File: src/rtl/gnr_attractor_ctrl.sv
// gnr_attractor_ctrl: Floyd cycle detection sequencer for the GRN node array.
// It loads a seed into the nodes, then steps the hare (s1) and tortoise (s0)
// until they meet. After that it freezes the tortoise and steps only the hare
// to measure the attractor period. Every output is registered, so pulses are
// set on the edge that enters the state they belong to.
module gnr_attractor_ctrl #(
  parameter int NUM_NODES = 8,
  parameter int CNT_W     = 16,
  parameter int MAX_STEPS = 65535
) (
  input  logic                 clk,
  input  logic                 rst,
  input  logic                 in_valid,
  output logic                 in_ready,
  input  logic [NUM_NODES-1:0] in_seed,
  output logic                 reset_nos,
  output logic [NUM_NODES-1:0] init_state,
  output logic                 start_s0,
  output logic                 start_s1,
  input  logic [NUM_NODES-1:0] s0_vec,
  input  logic [NUM_NODES-1:0] s1_vec,
  output logic                 out_valid,
  input  logic                 out_ready,
  output logic [NUM_NODES-1:0] out_seed,
  output logic [CNT_W-1:0]     out_meet,
  output logic [CNT_W-1:0]     out_period,
  output logic                 out_timeout
);

  localparam logic [2:0] S_IDLE  = 3'd0;
  localparam logic [2:0] S_LOAD  = 3'd1;
  localparam logic [2:0] S_HSTEP = 3'd2;
  localparam logic [2:0] S_STEP  = 3'd3;
  localparam logic [2:0] S_CMP1  = 3'd4;
  localparam logic [2:0] S_STEP2 = 3'd5;
  localparam logic [2:0] S_CMP2  = 3'd6;
  localparam logic [2:0] S_DONE  = 3'd7;

  localparam logic [CNT_W-1:0] MAX_C = CNT_W'(MAX_STEPS);

  logic [2:0]           r_state;
  logic [NUM_NODES-1:0] r_seed;
  logic [NUM_NODES-1:0] r_init_state;
  logic [CNT_W-1:0]     r_t;
  logic [CNT_W-1:0]     r_p;
  logic [CNT_W-1:0]     r_out_meet;
  logic [CNT_W-1:0]     r_out_period;
  logic                 r_out_timeout;
  logic                 r_out_valid;
  logic                 r_in_ready;
  logic                 r_reset_nos;
  logic                 r_start_s0;
  logic                 r_start_s1;
  logic                 w_eq;

  // Node outputs are settled during the compare states.
  assign w_eq = (s0_vec == s1_vec);

  // Sequencer: state, counters and every registered output. Pulses default
  // low and are raised only on the edge that enters their state.
  always_ff @(posedge clk) begin
    if (!rst) begin
      r_state       <= S_IDLE;
      r_seed        <= '0;
      r_init_state  <= '0;
      r_t           <= '0;
      r_p           <= '0;
      r_out_meet    <= '0;
      r_out_period  <= '0;
      r_out_timeout <= 1'b0;
      r_out_valid   <= 1'b0;
      r_in_ready    <= 1'b0;
      r_reset_nos   <= 1'b0;
      r_start_s0    <= 1'b0;
      r_start_s1    <= 1'b0;
    end else begin
      r_reset_nos <= 1'b0;
      r_start_s0  <= 1'b0;
      r_start_s1  <= 1'b0;
      r_in_ready  <= 1'b0;
      case (r_state)
        S_IDLE: begin
          if (in_valid && r_in_ready) begin
            r_seed        <= in_seed;
            r_init_state  <= in_seed;
            r_reset_nos   <= 1'b1;
            r_out_meet    <= '0;
            r_out_period  <= '0;
            r_out_timeout <= 1'b0;
            r_state       <= S_LOAD;
          end else begin
            r_in_ready <= 1'b1;
          end
        end
        S_LOAD: begin
          r_t        <= '0;
          r_start_s1 <= 1'b1;
          r_state    <= S_HSTEP;
        end
        // Hare-only first step leaves the tortoise one lag behind.
        S_HSTEP: begin
          r_t     <= {{(CNT_W-1){1'b0}}, 1'b1};
          r_state <= S_CMP1;
        end
        S_STEP: begin
          r_t     <= r_t + 1'b1;
          r_state <= S_CMP1;
        end
        S_CMP1: begin
          if (w_eq) begin
            r_out_meet <= r_t;
            r_p        <= '0;
            r_start_s1 <= 1'b1;
            r_state    <= S_STEP2;
          end else if (r_t == MAX_C) begin
            r_out_meet    <= r_t;
            r_out_period  <= '0;
            r_out_timeout <= 1'b1;
            r_out_valid   <= 1'b1;
            r_state       <= S_DONE;
          end else begin
            r_start_s0 <= 1'b1;
            r_start_s1 <= 1'b1;
            r_state    <= S_STEP;
          end
        end
        // Tortoise frozen; count hare steps around the cycle.
        S_STEP2: begin
          r_p     <= r_p + 1'b1;
          r_state <= S_CMP2;
        end
        S_CMP2: begin
          if (w_eq) begin
            r_out_period  <= r_p;
            r_out_timeout <= 1'b0;
            r_out_valid   <= 1'b1;
            r_state       <= S_DONE;
          end else if (r_p == MAX_C) begin
            r_out_period  <= '0;
            r_out_timeout <= 1'b1;
            r_out_valid   <= 1'b1;
            r_state       <= S_DONE;
          end else begin
            r_start_s1 <= 1'b1;
            r_state    <= S_STEP2;
          end
        end
        S_DONE: begin
          if (out_ready) begin
            r_out_valid <= 1'b0;
            r_in_ready  <= 1'b1;
            r_state     <= S_IDLE;
          end
        end
        default: r_state <= S_IDLE;
      endcase
    end
  end

  assign in_ready    = r_in_ready;
  assign reset_nos   = r_reset_nos;
  assign init_state  = r_init_state;
  assign start_s0    = r_start_s0;
  assign start_s1    = r_start_s1;
  assign out_valid   = r_out_valid;
  assign out_seed    = r_seed;
  assign out_meet    = r_out_meet;
  assign out_period  = r_out_period;
  assign out_timeout = r_out_timeout;

endmodule

File: config.mk
export PLATFORM = sky130hd
export DESIGN_NAME = gnr_attractor_ctrl
export DESIGN_NICKNAME = d
export VERILOG_FILES = /design/src/rtl/gnr_attractor_ctrl.sv
export SDC_FILE = /design/constraint.sdc
export NUM_CORES = 1
export LEC_CHECK = 0
export ABC_AREA = 1
export CAP_MARGIN = 20
export CORE_ASPECT_RATIO = 1.5
export CORE_MARGIN = 4
export CORE_UTILIZATION = 45
export CTS_CLUSTER_DIAMETER = 200
export DETAILED_ROUTE_END_ITERATION = 10
export PLACE_DENSITY = 0.77
export SLEW_MARGIN = 20
export SYNTH_ARGS = -nofsm -noshare
export SYNTH_HDL_FRONTEND = slang
export SYNTH_SLANG_ARGS = --single-unit
File: constraint.sdc
create_clock -name clk -period 2.9 [get_ports clk]
set_input_delay 0.29 -clock clk [delete_from_list [all_inputs] [get_ports clk]]
set_output_delay 0.29 -clock clk [all_outputs]
set_load 0.005 [all_outputs]
==> results.cfg <==
[hold_path]
min_from = out_valid
hp-class = register to register
hold_path_end = out_valid
holdPathStages = 2

[global_routing]
grtUsageTotal = 0.206
grt-ovfl-total = 0
grt_max_degree = 34
grt_first_pass_wirelength_mm = 18.5
first_global_vias = 4147
grt_antenna_before_repair = 0

[floorplanning]
die_w_um = 88.0
start_util = 0.465
rows = 43
ios = 82
die_y_um = 128
core_um2 = 9310
die-area_um2 = 11300

[logic_synthesis]
syn_area_um2 = 4320
ys_async_sr_fraction = 0
syn-num-nets = 674
syn-mean-instance-area_um2 = 6.71
synth_edf_count = 0
postSynthCellCount = 644
synth.distinct_cells = 36
yosys.area.top_type = dfxtp_1
ys.flop_type = dfxtp_1
synthTopCellsByArea = dfxtp_1 (38%), nand2_1 (13%), inv_1 (7.6%), a21oi_1 (6.5%), nor2_1 (6.0%)
synth_top_area_frac = 0.375
seq_area_frac_synth = 0.375
ys_ff_latch = 81
ys_warn_count = 0

[detailed_routing]
vias = 4300
drt_first_pass_iters = 4
vias_per_cell = 5.21
ant_nets = 0
drcViolationCount = 0
routed_wl_mm = 11.1
drt_iter0_markers = 247
routedWlPerCell_um = 13.5

[finish]
nNetsFinal = 738
ff_latch_area_um2 = 1620
drive_gt1_frac = 0.0912
fill_cells = 860
area_growth_pct = 25.4
stdcell_count = 825
multi_input_area_um2 = 2150
antennaDiodeCount = 0
finalInstanceArea_um2 = 5420

[sta]
holdWs_ns = 0.441
post-route-period-util = 0.773
fmax_mhz = 446
setup_viol = 0
max_slew.worst_pin.slew_ns = 0.668
clock-skew-final_ns = 0.00592
min_period_ns = 2.24
grt_setup_unrepaired = no
finalSetupTns_ns = 0
slew_viol_final = 0
hold_violations = 0
slew_headroom = 0.555

[pwr]
p_leak_nw = 2.16
p_total_mw = 4.00
powerDensity_nw_per_um2 = 737
ir_drop_mv = 0.628

[worst_setup_path]
r2r_slack_ns = 0.66
rr_startpoint = r_t[0]
cp_max_fo = 18
worst_ep_arrival_time_ns = 2.51
critPathRequiredTime_ns = 3.17
worstSetupPathType = register to register
r2r_end = out_meet[11]
reg2reg_depth = 9
worstSetupStartpointType = register
critPathCaptureType = register

[cts]
h-tree-depth = 3
clk_pin_slew_ns = 0.06
insertion_delay_ns = 0.35
hold_buffers = 0
cts_tree = built
post_cts_buffers = 0
clock_sinks = 81
cts_buffer_depth = 2
cts_buffers = 9
cts_root_buf = clkbuf_16
cts_resized = 0

[place]
dp_hpwl_mm = 8.18
routabilityCongestion = 0.874
numPlacedInstances = 809
place_area_um2 = 5120
port_buffers = 81

[flow_run]
max-cap-violations = 0

[status]
outcome = completed
## report_power, final
part	internal, mW	leakage (nW)	switching (mW)
clock network	0.687	0.142	0.454
logic	0.660	1.37	0.777
registers	1.30	0.657	0.120
total	2.65	2.16	1.35
## state kept, by name, summed over array words and instances, names as in the netlist
register and flops:
r_p 16, out_valid 1, in_ready 1, r_t 16
start_s0 1, reset_nos 1, init_state 8, out_timeout 1
r_state 3, start_s1 1, out_meet 16, out_period 16
## metrics by stage
step,setup slack [ns],util
2_1_floorplan,1.20,-
3_3_place_gp,0.710,0.551
3_5_place_dp,0.642,0.551
4_1_cts,0.674,0.583
5_1_grt,0.432,0.583
6_report,0.659,0.583
## how the worst max path moves through the flow
stage	slack (ns)	end	start
floorplan	1.20	start_s1	r_p[0]
global placement	0.71	out_meet[11]	s1_vec[5]
detailed placement	0.64	out_period[15]	s0_vec[2]
CTS	0.67	out_period[15]	r_t[0]
global route	0.43	out_period[15]	r_t[0]
finish	0.66	out_meet[11]	r_t[0]
## cells by family (layout without fill, tap and decap cells)
| logic type | Yosys count | count (layout) | synth area share |
|---|---|---|---|
| AND/OR/NAND/NOR | 341 | 341 | 0.369 |
| buffers and inverters | 126 | 195 | 0.127 |
| AO/OA/AOI/OAI | 88 | 88 | 0.111 |
| flip-flops | 81 | 81 | 0.375 |
| XOR/XNOR | 6 | 6 | 0.0122 |
| adder cells (fa/ha/maj) | 2 | 2 | 0.00579 |
## area by class of cell
class | count | share of cell area
clock buffers | 11 | 0.0448
clock inverters | 5 | 0.0102
inverters | 90 | 0.0623
multi-input cells | 437 | 0.397
flip-flops and latches | 81 | 0.299
well taps | 112 | 0.0258
repair buffers | 89 | 0.161
## layout by cell type, fill, tap and decap left out, drive strengths merged
| master | n |
|---|---|
| xor2 | 5 |
| o221ai | 1 |
| nand3 | 53 |
| bufinv | 1 |
| buf | 8 |
| a31o | 1 |
| clkinv | 2 |
| nand3b | 1 |
| clkdlybuf4s50 | 81 |
| ha | 2 |
| nor3 | 6 |
| a21oi | 56 |
| dfxtp | 81 |
| nand4 | 31 |
| o21bai | 1 |
| a221oi | 2 |
| clkinvlp | 2 |
| or2 | 8 |
| a31oi | 1 |
| clkbuf | 11 |
| a311oi | 4 |
| nand2 | 166 |
| nor2 | 76 |
| o21ai | 20 |
| o22ai | 1 |
| xnor2 | 1 |
| a211oi | 1 |
| inv | 90 |
## worst max-delay path, cell delays in order, from the launching register on
cell and delay [ns]:
dfxtp_1 0.42, ha_1 0.25, nand3_2 0.11, nor2_4 0.20, nand3b_4 0.12, nor2_4 0.16
nand2_4 0.18, nand3_2 0.30, nand3_1 0.21, a21oi_1 0.20
## routing by layer
layer	GRT usage	vias up	wire length [µm]
met5	0	-	0
met4	0.116	0	393
met3	0.0399	31	438
met2	0.376	112	6130
met1	0.216	1969	4160
li1	-	2188	-
## cell usage after synthesis (9+ instances only)
| library cell | n |
|---|---|
| clkbuf_1 | 10 |
| nor2_1 | 69 |
| nand2_1 | 149 |
| nand3_1 | 48 |
| buf_4 | 9 |
| a21oi_1 | 56 |
| nand4_1 | 31 |
| buf_2 | 9 |
| dfxtp_1 | 81 |
| o21ai_0 | 13 |
| nand2_2 | 16 |
| inv_1 | 88 |
(Power assumes the default switching activity.)
